==> src/rtl/sram_seq_pkg.sv <==
// Shared definitions for the SRAM test sequencer.
// Holds the one-hot state encoding, the ASCII constants used in the UART
// result record, and a nibble-to-hex-ASCII helper.
package sram_seq_pkg;

  typedef enum logic [5:0] {
    StIdle   = 6'b000001,
    StArm    = 6'b000010,
    StRun    = 6'b000100,
    StLatch  = 6'b001000,
    StReport = 6'b010000,
    StFault  = 6'b100000
  } state_e;

  localparam logic [7:0] AsciiP  = 8'h50;
  localparam logic [7:0] AsciiF  = 8'h46;
  localparam logic [7:0] AsciiCr = 8'h0D;
  localparam logic [7:0] AsciiLf = 8'h0A;

  // Record layout: status letter, 8 hex digits, CR, LF.
  localparam logic [3:0] LastByteIdx = 4'd10;

  function automatic logic [7:0] hex_ascii(input logic [3:0] nib);
    // 'A' - 10 = 0x37
    hex_ascii = (nib < 4'd10) ? (8'h30 + {4'h0, nib}) : (8'h37 + {4'h0, nib});
  endfunction

endpackage

==> src/rtl/sram_seq_uart_tx.sv <==
// Minimal 8N1 UART transmitter, LSB first.
// Ports:
//   SRAM_sys_clk, SRAM_rst_n : clock, asynchronous active-low reset
//   data, valid, ready       : byte handshake; a byte is taken when valid & ready
//   txd                      : serial output, idle high
// ready returns high only once the stop bit of the current byte has completed.
module sram_seq_uart_tx #(
  parameter int unsigned CLKS_PER_BIT = 434
) (
  input  logic       SRAM_sys_clk,
  input  logic       SRAM_rst_n,
  input  logic [7:0] data,
  input  logic       valid,
  output logic       ready,
  output logic       txd
);

  localparam int unsigned DivW = (CLKS_PER_BIT > 1) ? $clog2(CLKS_PER_BIT) : 1;

  logic [9:0]      shift_q;
  logic [3:0]      bits_q;
  logic [DivW-1:0] div_q;

  always_ff @(posedge SRAM_sys_clk or negedge SRAM_rst_n) begin
    if (!SRAM_rst_n) begin
      shift_q <= '1;
      bits_q  <= '0;
      div_q   <= '0;
    end else if (bits_q == 4'd0) begin
      if (valid) begin
        shift_q <= {1'b1, data, 1'b0};
        bits_q  <= 4'd10;
        div_q   <= '0;
      end
    end else if (div_q == DivW'(CLKS_PER_BIT - 1)) begin
      div_q   <= '0;
      // Shift in ones so the line rests high once the frame is out.
      shift_q <= {1'b1, shift_q[9:1]};
      bits_q  <= bits_q - 4'd1;
    end else begin
      div_q <= div_q + DivW'(1);
    end
  end

  assign ready = (bits_q == 4'd0);
  assign txd   = shift_q[0];

endmodule

==> src/rtl/sram_test_sequencer.sv <==
// Control stage in front of the SRAM pattern tester.
// Issues SRAM_start, waits for SRAM_end, captures SRAM_error, keeps saturating
// run/fail statistics and flags a hung tester with a terminal timeout.
// Ports:
//   SRAM_sys_clk, SRAM_rst_n : clock, asynchronous active-low reset
//   btn_go, auto_mode        : asynchronous operator inputs (2-FF synchronised)
//   SRAM_end, SRAM_error     : tester completion pulse and error count
//   SRAM_start               : run request to the tester
//   busy                     : run in progress
//   last_error               : error count of the last completed run
//   run_cnt, fail_cnt        : completed / failing run counters (saturating)
//   led_fail, fault          : sticky failure indicator, timeout flag
//   uart_txd                 : result record output, idle high
// Build option: define SRAM_SEQ_UART_EN to stream each result record over UART.
module sram_test_sequencer
  import sram_seq_pkg::*;
#(
  parameter int unsigned TO_CYCLES    = 4_000_000,
  parameter int unsigned TO_W         = 23,
  parameter int unsigned CNT_W        = 16,
  parameter int unsigned CLKS_PER_BIT = 434
) (
  input  logic             SRAM_sys_clk,
  input  logic             SRAM_rst_n,
  input  logic             btn_go,
  input  logic             auto_mode,
  input  logic             SRAM_end,
  input  logic [31:0]      SRAM_error,
  output logic             SRAM_start,
  output logic             busy,
  output logic [31:0]      last_error,
  output logic [CNT_W-1:0] run_cnt,
  output logic [CNT_W-1:0] fail_cnt,
  output logic             led_fail,
  output logic             fault,
  output logic             uart_txd
);

  state_e          state_q, state_d;
  logic [2:0]      go_sync_q;
  logic [1:0]      auto_sync_q;
  logic            go_edge, auto_on, to_hit, start_q, report_done;
  logic [TO_W-1:0] to_cnt_q;

  // Stages 0/1 synchronise, stage 2 remembers the previous level for edge detection.
  always_ff @(posedge SRAM_sys_clk or negedge SRAM_rst_n) begin
    if (!SRAM_rst_n) begin
      go_sync_q   <= '0;
      auto_sync_q <= '0;
    end else begin
      go_sync_q   <= {go_sync_q[1:0], btn_go};
      auto_sync_q <= {auto_sync_q[0], auto_mode};
    end
  end

  assign go_edge = go_sync_q[1] & ~go_sync_q[2];
  assign auto_on = auto_sync_q[1];
  assign to_hit  = (to_cnt_q == TO_W'(TO_CYCLES - 1));

  // State register
  always_ff @(posedge SRAM_sys_clk or negedge SRAM_rst_n) begin
    if (!SRAM_rst_n) state_q <= StIdle;
    else             state_q <= state_d;
  end

  // Next state
  always_comb begin
    state_d = state_q;
    unique case (state_q)
      StIdle:  if (go_edge || (auto_on && (run_cnt != '0))) state_d = StArm;
      StArm:   state_d = StRun;
      // Completion takes priority over a coincident timeout.
      StRun: begin
        if (SRAM_end)    state_d = StLatch;
        else if (to_hit) state_d = StFault;
      end
`ifdef SRAM_SEQ_UART_EN
      StLatch:  state_d = StReport;
      StReport: if (report_done) state_d = StIdle;
`else
      StLatch:  state_d = StIdle;
`endif
      StFault: state_d = StFault;
      default: state_d = StIdle;
    endcase
  end

  // Outputs; the mask keeps a tester that is already back in idle during its
  // end pulse from seeing a stale start.
  always_comb begin
    busy       = (state_q == StArm) || (state_q == StRun);
    SRAM_start = start_q & ~SRAM_end;
  end

  always_ff @(posedge SRAM_sys_clk or negedge SRAM_rst_n) begin
    if (!SRAM_rst_n) begin
      start_q    <= 1'b0;
      to_cnt_q   <= '0;
      last_error <= '0;
      run_cnt    <= '0;
      fail_cnt   <= '0;
      led_fail   <= 1'b0;
      fault      <= 1'b0;
    end else begin
      if (state_q == StArm) begin
        start_q  <= 1'b1;
        to_cnt_q <= '0;
      end
      if (state_q == StRun) begin
        to_cnt_q <= to_cnt_q + TO_W'(1);
        if (SRAM_end) begin
          last_error <= SRAM_error;
          start_q    <= 1'b0;
        end else if (to_hit) begin
          start_q  <= 1'b0;
          fault    <= 1'b1;
          led_fail <= 1'b1;
        end
      end
      if (state_q == StLatch) begin
        if (run_cnt != '1) run_cnt <= run_cnt + CNT_W'(1);
        if (last_error != 32'd0) begin
          led_fail <= 1'b1;
          if (fail_cnt != '1) fail_cnt <= fail_cnt + CNT_W'(1);
        end
      end
    end
  end

`ifdef SRAM_SEQ_UART_EN
  logic [3:0]  byte_idx_q;
  logic        last_sent_q, tx_valid, tx_ready;
  logic [7:0]  tx_byte;
  logic [31:0] err_shift;

  assign tx_valid    = (state_q == StReport) && !last_sent_q;
  assign report_done = last_sent_q && tx_ready;
  // Bring the hex digit for byte 1..8 into the top nibble, MSB first.
  assign err_shift   = last_error << {byte_idx_q - 4'd1, 2'b00};

  always_comb begin
    tx_byte = AsciiLf;
    if (byte_idx_q == 4'd0)      tx_byte = (last_error == 32'd0) ? AsciiP : AsciiF;
    else if (byte_idx_q <= 4'd8) tx_byte = hex_ascii(err_shift[31:28]);
    else if (byte_idx_q == 4'd9) tx_byte = AsciiCr;
  end

  always_ff @(posedge SRAM_sys_clk or negedge SRAM_rst_n) begin
    if (!SRAM_rst_n) begin
      byte_idx_q  <= '0;
      last_sent_q <= 1'b0;
    end else if (state_q == StLatch) begin
      byte_idx_q  <= '0;
      last_sent_q <= 1'b0;
    end else if (tx_valid && tx_ready) begin
      if (byte_idx_q == LastByteIdx) last_sent_q <= 1'b1;
      else                           byte_idx_q  <= byte_idx_q + 4'd1;
    end
  end

  sram_seq_uart_tx #(
    .CLKS_PER_BIT(CLKS_PER_BIT)
  ) u_uart_tx (
    .SRAM_sys_clk(SRAM_sys_clk),
    .SRAM_rst_n  (SRAM_rst_n),
    .data        (tx_byte),
    .valid       (tx_valid),
    .ready       (tx_ready),
    .txd         (uart_txd)
  );
`else
  logic unused_cfg;
  assign unused_cfg  = ^CLKS_PER_BIT;
  assign report_done = 1'b0;
  assign uart_txd    = 1'b1;
`endif

endmodule

==> config.mk <==
export PLATFORM = sky130hd
export DESIGN_NAME = sram_test_sequencer
export DESIGN_NICKNAME = d
export VERILOG_FILES = /design/src/rtl/sram_seq_pkg.sv /design/src/rtl/sram_seq_uart_tx.sv /design/src/rtl/sram_test_sequencer.sv
export SDC_FILE = /design/constraint.sdc
export NUM_CORES = 1
export LEC_CHECK = 0
export ABC_AREA = 0
export CAP_MARGIN = 20
export CORE_MARGIN = 8
export CORE_UTILIZATION = 45
export CTS_CLUSTER_DIAMETER = 120
export DETAILED_ROUTE_END_ITERATION = 8
export PLACE_DENSITY_LB_ADDON = 0.15
export SLEW_MARGIN = 40
export SYNTH_ARGS = -nofsm -noshare
export SYNTH_HDL_FRONTEND = slang
export SYNTH_HIERARCHICAL = 1
export SYNTH_SLANG_ARGS = --single-unit
==> constraint.sdc <==
create_clock -name SRAM_sys_clk -period 2.55 [get_ports SRAM_sys_clk]
set_clock_uncertainty 0.05 [all_clocks]
set_input_delay 0.6375 -clock SRAM_sys_clk [delete_from_list [all_inputs] [get_ports SRAM_sys_clk]]
set_output_delay 0.6375 -clock SRAM_sys_clk [all_outputs]
set_load 0.01 [all_outputs]
Word level (Yosys, flattened, before mapping)
Index checks and enable logic that the tools add are counted.
Cells by class
  add/sub/neg operators: 3
  eq/ne operators: 10
  mux-type cells: 15
  bitwise logic cells: 4
  reductions and logical operators: 11
Operators with widths (number)
  $mux W23: 2
  $add A16 B1 Y16 const B: 2
  $ne A16 B16 Y1 const B: 2
  $reduce_bool A32 Y1: 1
  $pmux W6 S4: 1
  $add A23 B1 Y23 const B: 1
  $eq A23 B22 Y1 const B: 1
  $mux W6: 3
  $reduce_bool A16 Y1: 1
  $mux W1: 9
  $eq A6 B1 Y1 const B: 1
  $eq A6 B2 Y1 const B: 1
  $eq A6 B3 Y1 const B: 1
  $eq A6 B4 Y1 const B: 1
  $eq A6 B6 Y1 const B: 1
  $reduce_and A2 Y1: 3
  $reduce_and A3 Y1: 2
  $ne A3 B3 Y1 const B: 1
  $and A1 B1 Y1: 2
  $logic_or A1 B1 Y1: 2
  $ne A2 B2 Y1 const B: 1
  $not A1 Y1: 2
  $reduce_bool A2 Y1: 1
  $logic_and A1 B1 Y1: 1
Storage, ports and cells
  flip-flop bits (word level): 101
  input port bits: 37
  word-level logic and storage cells: 53

Longest topological paths before layout
  depth after elaboration: 6
  gate-level depth with buffers: 7
  depth with buffers taken out: 7

Worst setup path before layout
No wires, ideal clock.
  path type: register to output
  start point: reg state_q[1]
  end point: out busy
  data arrival time: 1.299 ns
  required time: 1.862 ns
  setup slack: 0.563 ns
  cell stages (with the launch flop): 6
  path through: dfrtp_1 or3_1 nor2_1 buf_2 nor2_1 inv_1
Between the ends
  word-level cells in the longest chain between the ends: 2
RTL lines
  start, declared: line sram_test_sequencer.sv:39  | state_e state_q, state_d;
  start signal, assigned: line sram_test_sequencer.sv:62  | if (!SRAM_rst_n) state_q <= StIdle;
  start signal, assigned: line sram_test_sequencer.sv:63  | else state_q <= state_d;
  $eq A6 B2 Y1 / $eq A6 B3 Y1 (equally long branches): line sram_test_sequencer.sv:91  | busy = (state_q == StArm) || (state_q == StRun);
  $logic_or A1 B1 Y1 (*): line sram_test_sequencer.sv:91
  end, declared: line sram_test_sequencer.sv:30  | output logic busy,
Every way passes the cells marked *; elsewhere a longest branch is shown, timed or not.

Final worst setup path
  start point: in SRAM_end
  end point: out SRAM_start
Between the ends
  word-level cells in the longest chain between the ends: 2
RTL lines
  start, declared: line sram_test_sequencer.sv:27  | input logic SRAM_end,
  $not A1 Y1 (no source line)
  $and A1 B1 Y1: line sram_test_sequencer.sv:92  | SRAM_start = start_q & ~SRAM_end;
  end, declared: line sram_test_sequencer.sv:29  | output logic SRAM_start,
No other way between the ends.

==> qor.log <==
qor: setup_path.ws_path_type in2out
qor: finish.flow.area_growth_from_synthesis 32.60%
qor: power.netSwitchingPower 1425 uW
qor: clocking.cts_inserted_buffers 9
qor: synthesis.yosys.cell_count.top_type sky130_fd_sc_hd__dfrtp_1
qor: setup_path.crit_family buffers and inverters
qor: synthesis.synth.lib_cells_used.distinct 46
qor: clocking.cts_tree yes
qor: power.netSwitchingFraction 29.79%
qor: grt.grt-ovfl-total 0
qor: setup_path.critical_path_arrival 1.76 ns
qor: setup_path.r2r_slack 0.40 ns
qor: drt.drc_errors 0
qor: grt.grt_max_degree 39
qor: drt.vias_per_cell 5.367
qor: timing.timing_max_transition_violations_final 0
qor: place.portBuffers 104
qor: synthesis.synth_top_area_share 55.12%
qor: power.power-per-cell-area 802.4 nW/um^2
qor: grt.vias_in_the_first_global_route 3577
qor: finish.final_layout_size_suffix_gt1_share 13.21%
qor: setup_path.critical_path.endpoint_type output pin
qor: synthesis.synth-seq-cells 100
qor: clocking.cts_htree_levels 3
qor: floorplanning.die-area 13440 sq um
qor: finish.insertedDiodeCount 0
qor: synthesis.synth_enable_flop_cells 0
qor: timing.worst_pin_slew 0.6071 ns
qor: power.p_int 3357 uW
qor: timing.post-route-period-util 96.13%
qor: timing.fin_ws 0.09871 ns
qor: synthesis.synth.top_cells.by_count sky130_fd_sc_hd__dfrtp_1 (99), sky130_fd_sc_hd__mux2_2 (32), sky130_fd_sc_hd__nand2_1 (32)
qor: synthesis.postSynth.asyncResetShare 100.0%
qor: timing.totalNegativeSetupSlack 0 ns
qor: setup_path.worstPathMaxFanout 2
qor: setup_path.critical_path.most_common_cell sky130_fd_sc_hd__clkdlybuf4s50_1
qor: drt.via_count 3435
qor: timing.setup_viol 0
qor: power.power.static_leakage 0.002607 uW
qor: synthesis.main_flop_type_after_synthesis sky130_fd_sc_hd__dfrtp_1
qor: drt.drt_pre_antenna_iters 4
qor: power.clock_share_of_power 22.8%
qor: power.comb_power_share 31.4%
qor: setup_path.r2r.worst_path.cells 5
qor: clocking.cts_sinks 100
qor: grt.global_route_wire_length_before_repair 17580 um
qor: synthesis.ys_warn_count 6
qor: floorplanning.start_util 46.19%
qor: place.dpl-instance-area 5737 sq um
qor: grt.gr-usage-all-layers 16.49%
qor: floorplanning.placement_rows 36
qor: place.hpwlAfterDp 7814 um
qor: clocking.clkLatencyLatePin 0.36 ns
qor: clocking.clock_root_buffer sky130_fd_sc_hd__clkbuf_8
qor: floorplanning.placeableCoreArea 9729 sq um
qor: clocking.cts_hold_buffers 0
qor: flow_run.max_cap_viol_count 0
qor: power.max_rail_drop_vdd 623.2 uV
qor: drt.route.antenna.remaining_nets 0
qor: finish.nets 543
qor: place.dpl_worst_slack 0.1036 ns
qor: drt.wire_per_inst 16.16 um
qor: synthesis.gate_count_after_technology_mapping 389
qor: synthesis.synth.top_cells.by_area sky130_fd_sc_hd__dfrtp_1 (55%), sky130_fd_sc_hd__mux2_2 (8.0%), sky130_fd_sc_hd__xor2_1 (3.3%)
qor: setup_path.setup.worst_path.start_class input pin
qor: run_status.run_status finished clean
qor: power.report.power.total 4782 uW
qor: setup_path.crit_required 1.86 ns
qor: synthesis.synthesis.area 4494 sq um
qor: timing.holdWs 0.1627 ns
qor: setup_path.max_stage_delay 0.59 ns
qor: synthesis.netlist.top_cell.by_area sky130_fd_sc_hd__dfrtp_1
qor: clocking.cts-root-to-sink-buffers 2
qor: power.power_frac_seq 45.8%
qor: setup_path.critical_path_buf_inv_count 2
qor: synthesis.avgSynthCellArea 11.55 sq um
qor: place.gp_routability_congestion 0.7727
qor: clocking.clk_pin_slew 0.11 ns
qor: setup_path.rr_startpoint state_q[1]
qor: drt.detailedRoute.firstIterationViolations 163
qor: grt.initial_antenna_violation_count 0
qor: setup_path.critical_path.cell_chain clkdlybuf4s50_1, nor2b_1, clkdlybuf4s50_1
qor: floorplanning.die_height 115.9 um
qor: synthesis.syn_nets 430
qor: finish.post-route-cell-area 5959 sq um
qor: timing.final-hold-violation-count 0
qor: setup_path.timing.rr.end to_cnt_q[19]
qor: timing.max_slew_margin 59.44%
qor: drt.route.final.wire_length 10340 um
qor: setup_path.crit_path_top_delay_cell sky130_fd_sc_hd__clkdlybuf4s50_1
qor: min_path.timing.hold.worst.class in2async
qor: synthesis.seq_area_frac_synth 55.71%
qor: timing.fmax 0.4079 GHz
qor: timing.min_period 2.451 ns
qor: floorplanning.dieWidth 115.9 um
qor: floorplanning.boundaryPins 106
qor: timing.grt_setup_unrepaired false
[power groups by stage]
stage	combinational [uW]	sequential (uW)	clock, uW
3_5_place_dp	1520	2210	0
5_1_grt	1640	2240	1180
4_1_cts	1530	2190	1120
3_3_place_gp	1500	2200	0
6_report	1500	2190	1090
2_1_floorplan	536	2300	0
[sequential cells by signal (all words and copies together), names as in the netlist]
signal	cells
go_sync_q	3
run_cnt	16
auto_sync_q	2
led_fail	1
start_q	1
last_error	32
to_cnt_q	23
fault	1
state_q	5
fail_cnt	16
[routing by layer]
| metal | global-route usage [%] | share of wire [%] | routed length [um] |
|---|---|---|---|
| met2 | 26.13 | 47 | 4881 |
| met5 | 0 | 0 | 0 |
| met1 | 19.81 | 42 | 4380 |
| met4 | 3.803 | 0.73 | 75 |
| met3 | 7.973 | 9.7 | 1003 |
[worst max-delay path by stage]
stage                from          to  slack [ns]  depth (start not counted)
2_1_floorplan  state_q[1]        busy        0.56                          5
3_3_place_gp     SRAM_end  SRAM_start        0.09                          3
3_5_place_dp     SRAM_end  SRAM_start        0.10                          3
4_1_cts        state_q[0]        busy        0.06                          5
5_1_grt        state_q[0]        busy        0.01                          5
6_report         SRAM_end  SRAM_start         0.1                          3
[final cells by class]
cell class              instances  area, sq um
flip-flops and latches        100         2504
fillers                       832         3770
inverters                       6        22.52
clock buffers                  11        131.4
well taps                     133        166.4
multi-input cells             271         1913
clock inverters                 5        85.08
repair buffers                114         1137
[through the flow]
step                      std cells  util, %
after floorplan                 389        -
after global placement          624    58.96
after detailed placement        624    58.96
after CTS                       640    61.23
after global routing            640    61.25
final                           640    61.25
[logic make-up after synthesis]
kind of cell,after synthesis,synth area share [%]
buffers and inverters,18,1.893
adder cells (fa/ha/maj),4,1.114
other,1,0.08344
multiplexers,40,9.911
flip-flops,100,55.71
XOR/XNOR,31,6.041
AO/OA/AOI/OAI,39,5.429
AND/OR/NAND/NOR,156,19.82
[layout by cell type, fill, tap and decap left out, types with 2 or more instances in the layout]
cell and instances:
sky130_fd_sc_hd__o211ai_1 6, sky130_fd_sc_hd__o21a_1 2, sky130_fd_sc_hd__nor4b_1 4, sky130_fd_sc_hd__nor2_1 10
sky130_fd_sc_hd__clkbuf_1 2, sky130_fd_sc_hd__and4_1 8, sky130_fd_sc_hd__nand4_1 20, sky130_fd_sc_hd__nor4_1 18
sky130_fd_sc_hd__or2_2 2, sky130_fd_sc_hd__clkbuf_8 9, sky130_fd_sc_hd__nand3_1 21, sky130_fd_sc_hd__xnor2_1 14
sky130_fd_sc_hd__inv_1 6, sky130_fd_sc_hd__or3_1 3, sky130_fd_sc_hd__nor3b_1 2, sky130_fd_sc_hd__and2_1 2
sky130_fd_sc_hd__dfrtp_1 99, sky130_fd_sc_hd__nand3b_1 3, sky130_fd_sc_hd__buf_12 2, sky130_fd_sc_hd__a21oi_1 7
sky130_fd_sc_hd__o31ai_1 6, sky130_fd_sc_hd__ha_1 4, sky130_fd_sc_hd__nand2b_1 4, sky130_fd_sc_hd__bufinv_16 2
sky130_fd_sc_hd__clkdlybuf4s50_1 102, sky130_fd_sc_hd__nor3_1 9, sky130_fd_sc_hd__buf_4 9, sky130_fd_sc_hd__nor2b_1 3
sky130_fd_sc_hd__nor2_2 2, sky130_fd_sc_hd__mux2i_1 7, sky130_fd_sc_hd__xor2_1 17, sky130_fd_sc_hd__and3_1 8
sky130_fd_sc_hd__o21ai_0 13, sky130_fd_sc_hd__nand2_1 32, sky130_fd_sc_hd__nor3_2 2, sky130_fd_sc_hd__mux2_2 32
[timing repair]
action,in CTS,in global routing
setup buffers,0,0
resized for setup,2,1
endpoints found under the hold margin,0,0
gates cloned,0,0
endpoints found under the setup margin,1,1
Note: power is estimated with default switching activity, not from simulation.
==> edit 1 (config.mk and constraints unchanged) <==
The parameter `CNT_W` goes from 16 to 32.
--- a/src/rtl/sram_test_sequencer.sv
+++ b/src/rtl/sram_test_sequencer.sv
@@ -18,5 +18,5 @@
   parameter int unsigned TO_CYCLES    = 4_000_000,
   parameter int unsigned TO_W         = 23,
-  parameter int unsigned CNT_W        = 16,
+  parameter int unsigned CNT_W        = 32,
   parameter int unsigned CLKS_PER_BIT = 434
 ) (
Interface: changed (resized fail_cnt and run_cnt); port bits go from 106 to 138. No check against the original RTL was run, so the function may have changed too.
==> edit 1 against the unedited design <==
  * Sequential cell count is 32 higher
  * Die area is 29% higher
  * Wire length is 46% higher
  * Worst setup slack better by 0.055 ns
  * Synthesized area is 34% higher
  * Global-route usage is 1.5 points higher
  * Cell area is 40% higher
  * Non-clock buffer count is 37 higher
  * Total power is 44% higher
==> edit 1: results <==
{
  "cp.arrival_ns": 1.71,
  "worstReg2RegStart": "state_q[1]",
  "drive_gt1_share_pct": 12.6,
  "run_status": "completed",
  "clk_pin_slew_worst_paths_ns": 0.06,
  "top_regs": "fail_cnt (32), last_error (32), run_cnt (32)",
  "peakVddDrop_mv": 0.653,
  "cts_max_level": 4,
  "async_flop_share_pct": 100,
  "ys_seq_area_share_pct": 54.7,
  "drt-vias-per-instance": 5.39,
  "min_from": "go_sync_q[0]",
  "nets": 749,
  "antenna_found_initial": 0,
  "crit_type": "reg -> out",
  "hold_path_class": "reg -> reg",
  "stdcell_count": 897,
  "ant_nets": 0,
  "antennaDiodeCount": 0,
  "routed_wl_um": 15100,
  "place_ws_ns": 0.161,
  "synthTopCellsByCount": "dfrtp_1, xnor2_1, nand2_1, nand3_1, mux2_2",
  "grt_pass1_vias": 5006,
  "portBuffers": 136,
  "insertion_delay_ns": 0.42,
  "grt_use_total_pct": 18.0,
  "cp_max_fo": 6,
  "cts-root-buf": "clkbuf_16",
  "grt_max_degree": 78,
  "max_slew.worst_pin.slew_ns": 0.661,
  "synth_area_leaders": "dfrtp_1, xnor2_1, mux2_2, nand3_1, nand4_1",
  "gp_congestion": 0.813,
  "yosys_warnings": 6,
  "cts_inserted_buffers": 17,
  "yosys_most_used_dff": "dfrtp_1",
  "avgSynthCellArea_um2": 10.9,
  "dr.pass1.iters": 4,
  "cts_max_path_buffers": 2,
  "leakagePower_nw": 3.56,
  "synth_cell_types": 43,
  "drt-initial-drc-count": 492,
  "placed_area_um2": 7670,
  "place_inst": 863,
  "grt_first_pass_wirelength_um": 25500,
  "syn_nets": 596,
  "filler_cell_count": 1097,
  "dp_hpwl_um": 10900
}
edit 1: cell count changes in the layout (fill, tap and decap cells not counted), moves of 9 or more:
cell and delta:
nor2_1 +15, xor2_1 -9, clkbuf_16 +17, nand4_1 +12
o21ai_0 +15, xnor2_1 +40, nand2_1 +17, nand3_1 +26
dfrtp_1 +32, clkdlybuf4s50_1 +32, and3_1 +21
edit 1: final timing paths:
path,cells after the start,end,slack [ns]
setup / recovery,5,busy,0.15
hold / removal,0,go_sync_q[1],0.30
setup reg to reg,7,run_cnt[30],0.19
hold reg to reg,0,go_sync_q[1],0.30
max in group asynchronous,3,state_q[0],1.25
min in group asynchronous,2,fail_cnt[16],0.55
edit 1: layout make-up:
| type | instances | area (um2) | share of cell area (%) |
|---|---|---|---|
| clock buffer | 19 | 453 | 5.44 |
| tap | 176 | 220 | 2.65 |
| clock inverter | 13 | 180 | 2.17 |
| inverter | 9 | 33.8 | 0.406 |
| sequential | 132 | 3300 | 39.7 |
| timing repair buffer | 151 | 1510 | 18.2 |
| multi-input combinational | 397 | 2620 | 31.5 |
edit 1: critical path: stages, from the launching register on:
cell and delay [ns]:
dfrtp_1 0.43, nor2_2 0.16, nand3_1 0.10, and2_1 0.19, inv_1 0.12, dlygate4sd2_1 0.28
edit 1: where the power goes:
part	switching [mW]	internal, mW	total (mW)
clock	0.917	1.68	2.60
combinational	0.668	0.907	1.58
sequential	0.274	2.42	2.69
total	1.86	5.01	6.87
edit 1: routing by layer:
metal / up-vias / GRT usage, % / wire, um
met5: - / 0 / 0
met4: 0 / 6.32 / 147
met3: 13 / 6.82 / 1040
met2: 123 / 29.2 / 7460
met1: 2395 / 21.3 / 6500
li1: 2305 / - / -
edit 1: kinds of logic (layout without fill, tap and decap cells):
| group | after synthesis | count (layout) | share of synthesized area, % |
|---|---|---|---|
| multiplexers | 37 | 37 | 6.81 |
| buffers and inverters | 26 | 192 | 2.05 |
| AO/OA/AOI/OAI | 45 | 45 | 4.33 |
| AND/OR/NAND/NOR | 248 | 248 | 22.2 |
| adder cells (fa/ha/maj) | 4 | 4 | 0.828 |
| flip-flops | 132 | 132 | 54.7 |
| XOR/XNOR | 62 | 62 | 8.99 |
| other | 1 | 1 | 0.0621 |
edit 1: timing repair:
action	4_1_cts	5_1_grt
setup buffers	1	0
hold buffers	1	0
resized for setup	3	0
hold endpoints to repair	5	0
endpoints found under the setup margin	1	0
edit 1: stage by stage:
| stage | hold WS [ns] | utilization, % | power [mW] |
|---|---|---|---|
| after detailed placement | 0.285 | 58.1 | 4.31 |
| after global placement | 0.283 | 58.1 | 4.25 |
| after CTS | 0.300 | 63.1 | 6.95 |
| after floorplan | 0.281 | - | 3.38 |
| after global routing | 0.309 | 63.1 | 7.20 |
| final | 0.299 | 63.1 | 6.87 |
==> edit 2 (config.mk and constraints unchanged) <==
Made on the original files. Encoding of `state_e`: now Gray code (3 bits for 6 states). Comments in the files are not updated.
--- a/src/rtl/sram_seq_pkg.sv
+++ b/src/rtl/sram_seq_pkg.sv
@@ -4,11 +4,11 @@
 package sram_seq_pkg;
 
-  typedef enum logic [5:0] {
-    StIdle   = 6'b000001,
-    StArm    = 6'b000010,
-    StRun    = 6'b000100,
-    StLatch  = 6'b001000,
-    StReport = 6'b010000,
-    StFault  = 6'b100000
+  typedef enum logic [2:0] {
+    StIdle   = 3'b000,
+    StArm    = 3'b001,
+    StRun    = 3'b011,
+    StLatch  = 3'b010,
+    StReport = 3'b110,
+    StFault  = 3'b111
   } state_e;
 
Check against the original RTL: no difference found for any inputs over 10 cycles, from zero or initial values and one cycle with SRAM_rst_n low; not proved beyond that.
==> edit 2 against the unedited design <==
  * Combinational power up 32%
  * Sequential cell count down 2
  * Cell area down 1.4%
  * Critical endpoint unchanged
  * Synthesized area down 2.3%
  * Worst setup slack worse by 0.029 ns
  * Clock power up 13%
  * Wire length up 0.78%
  * Via count down 1.2%
  * Total power up 16%
==> edit 2: results <==
{
  "run_status": "completed",
  "routed-wl-met2_um": 4820,
  "cts-root-buf": "clkbuf_8",
  "drive_gt1_share_pct": 12.9,
  "portBuffers": 104,
  "routed_wl_um": 10400,
  "cts_max_path_buffers": 2,
  "dp_hpwl_um": 7640,
  "grtUsageMet2_pct": 25.0,
  "peakVddDrop_mv": 0.543,
  "cts_max_level": 3,
  "top_regs": "last_error (32), to_cnt_q (23)",
  "async_flop_share_pct": 100,
  "use_met3_pct": 5.88,
  "worstReg2RegStart": "last_error[16]",
  "vias": 3395,
  "post_cts_buffers": 0,
  "drt-initial-drc-count": 149,
  "r2r_cells": 5,
  "r2r_slack_ns": 0.44,
  "synth_area_leaders": "dfrtp_1, mux2_2, xor2_1, nand3_1, nand4_1",
  "grtUsageMet1_pct": 20.9,
  "max_stage_delay_ns": 0.58,
  "place_inst": 619,
  "max_slew.worst_pin.slew_ns": 0.544,
  "wl_met3_um": 769,
  "grt_use_total_pct": 16.5,
  "synth_cell_types": 45,
  "fin_setup_tns_ns": 0,
  "filler_cell_count": 842,
  "grt_pass1_vias": 3467,
  "ys_seq_area_share_pct": 55.9,
  "grt_first_pass_wirelength_um": 17300,
  "stdcell_count": 635,
  "leakagePower_nw": 2.51,
  "antennaDiodeCount": 0,
  "nets": 538,
  "synthTopCellsByCount": "dfrtp_1, mux2_2, nand2_1, nand3_1, xor2_1",
  "clk_pin_slew_worst_paths_ns": 0.10,
  "syn_nets": 427,
  "r2r_end": "fail_cnt[1]",
  "syn_inst": 386,
  "cp_max_fo": 3,
  "ctsResizeCount": 1,
  "netSwitchingPower_mw": 1.79,
  "insertion_delay_ns": 0.36,
  "yosys_warnings": 6,
  "cts_inserted_buffers": 9,
  "gp_congestion": 0.767,
  "dr.pass1.iters": 4,
  "m1WireLength_um": 4680,
  "cp_slowest_cell": "clkdlybuf4s50_1",
  "grt_max_degree": 44,
  "hold_path_class": "in -> async",
  "antenna_found_initial": 0,
  "cp.arrival_ns": 1.79
}
[edit 2: worst max-delay path by stage]
stage / to / slack (ns) / startpoint / cells after the start
CTS: SRAM_start / 0.05 / SRAM_end / 3
global route: SRAM_start / 0.03 / SRAM_end / 3
detailed placement: SRAM_start / 0.06 / SRAM_end / 3
finish: SRAM_start / 0.07 / SRAM_end / 3
floorplan: run_cnt[3] / 0.70 / run_cnt[0] / 6
global placement: SRAM_start / 0.05 / SRAM_end / 3
[edit 2: stage by stage]
stage               cell area [um2]  worst slack, ns  hold WS [ns]
global placement               5610           0.0473         0.284
floorplan                      4390            0.704         0.281
detailed placement             5610           0.0637         0.286
global route                   5870           0.0322         0.194
finish                         5870           0.0695         0.177
CTS                            5870           0.0512         0.179
[edit 2: worst max-delay path, delay by kind of cell]
| family | cells | cell delay (ns) |
|---|---|---|
| buffers and inverters | 2 | 1.03 |
| AND/OR/NAND/NOR | 1 | 0.13 |
[edit 2: logic make-up after synthesis]
family / after synthesis / synth area share (%)
fa+ha+maj: 4 / 1.14
xor+xnor: 30 / 5.99
mux: 37 / 9.38
buf+inv: 18 / 1.82
compound gates: 42 / 6.07
other cells: 1 / 0.0854
simple gates: 156 / 19.6
flops: 98 / 55.9
[edit 2: power by group through the flow]
stage / combinational, mW / sequential, mW / clock [mW]
after CTS: 2.01 / 2.33 / 1.26
after global placement: 1.98 / 2.33 / 0
after global routing: 2.16 / 2.40 / 1.33
final: 1.98 / 2.33 / 1.23
after floorplan: 0.791 / 2.44 / 0
after detailed placement: 2.00 / 2.35 / 0
[edit 2: cell type report]
type / instances / share of cell area [%]
clock buffer: 10 / 2.34
tap: 133 / 2.83
sequential: 98 / 41.8
clock inverter: 6 / 1.94
multi-input combinational: 270 / 31.7
inverter: 8 / 0.511
timing repair buffer: 110 / 18.9
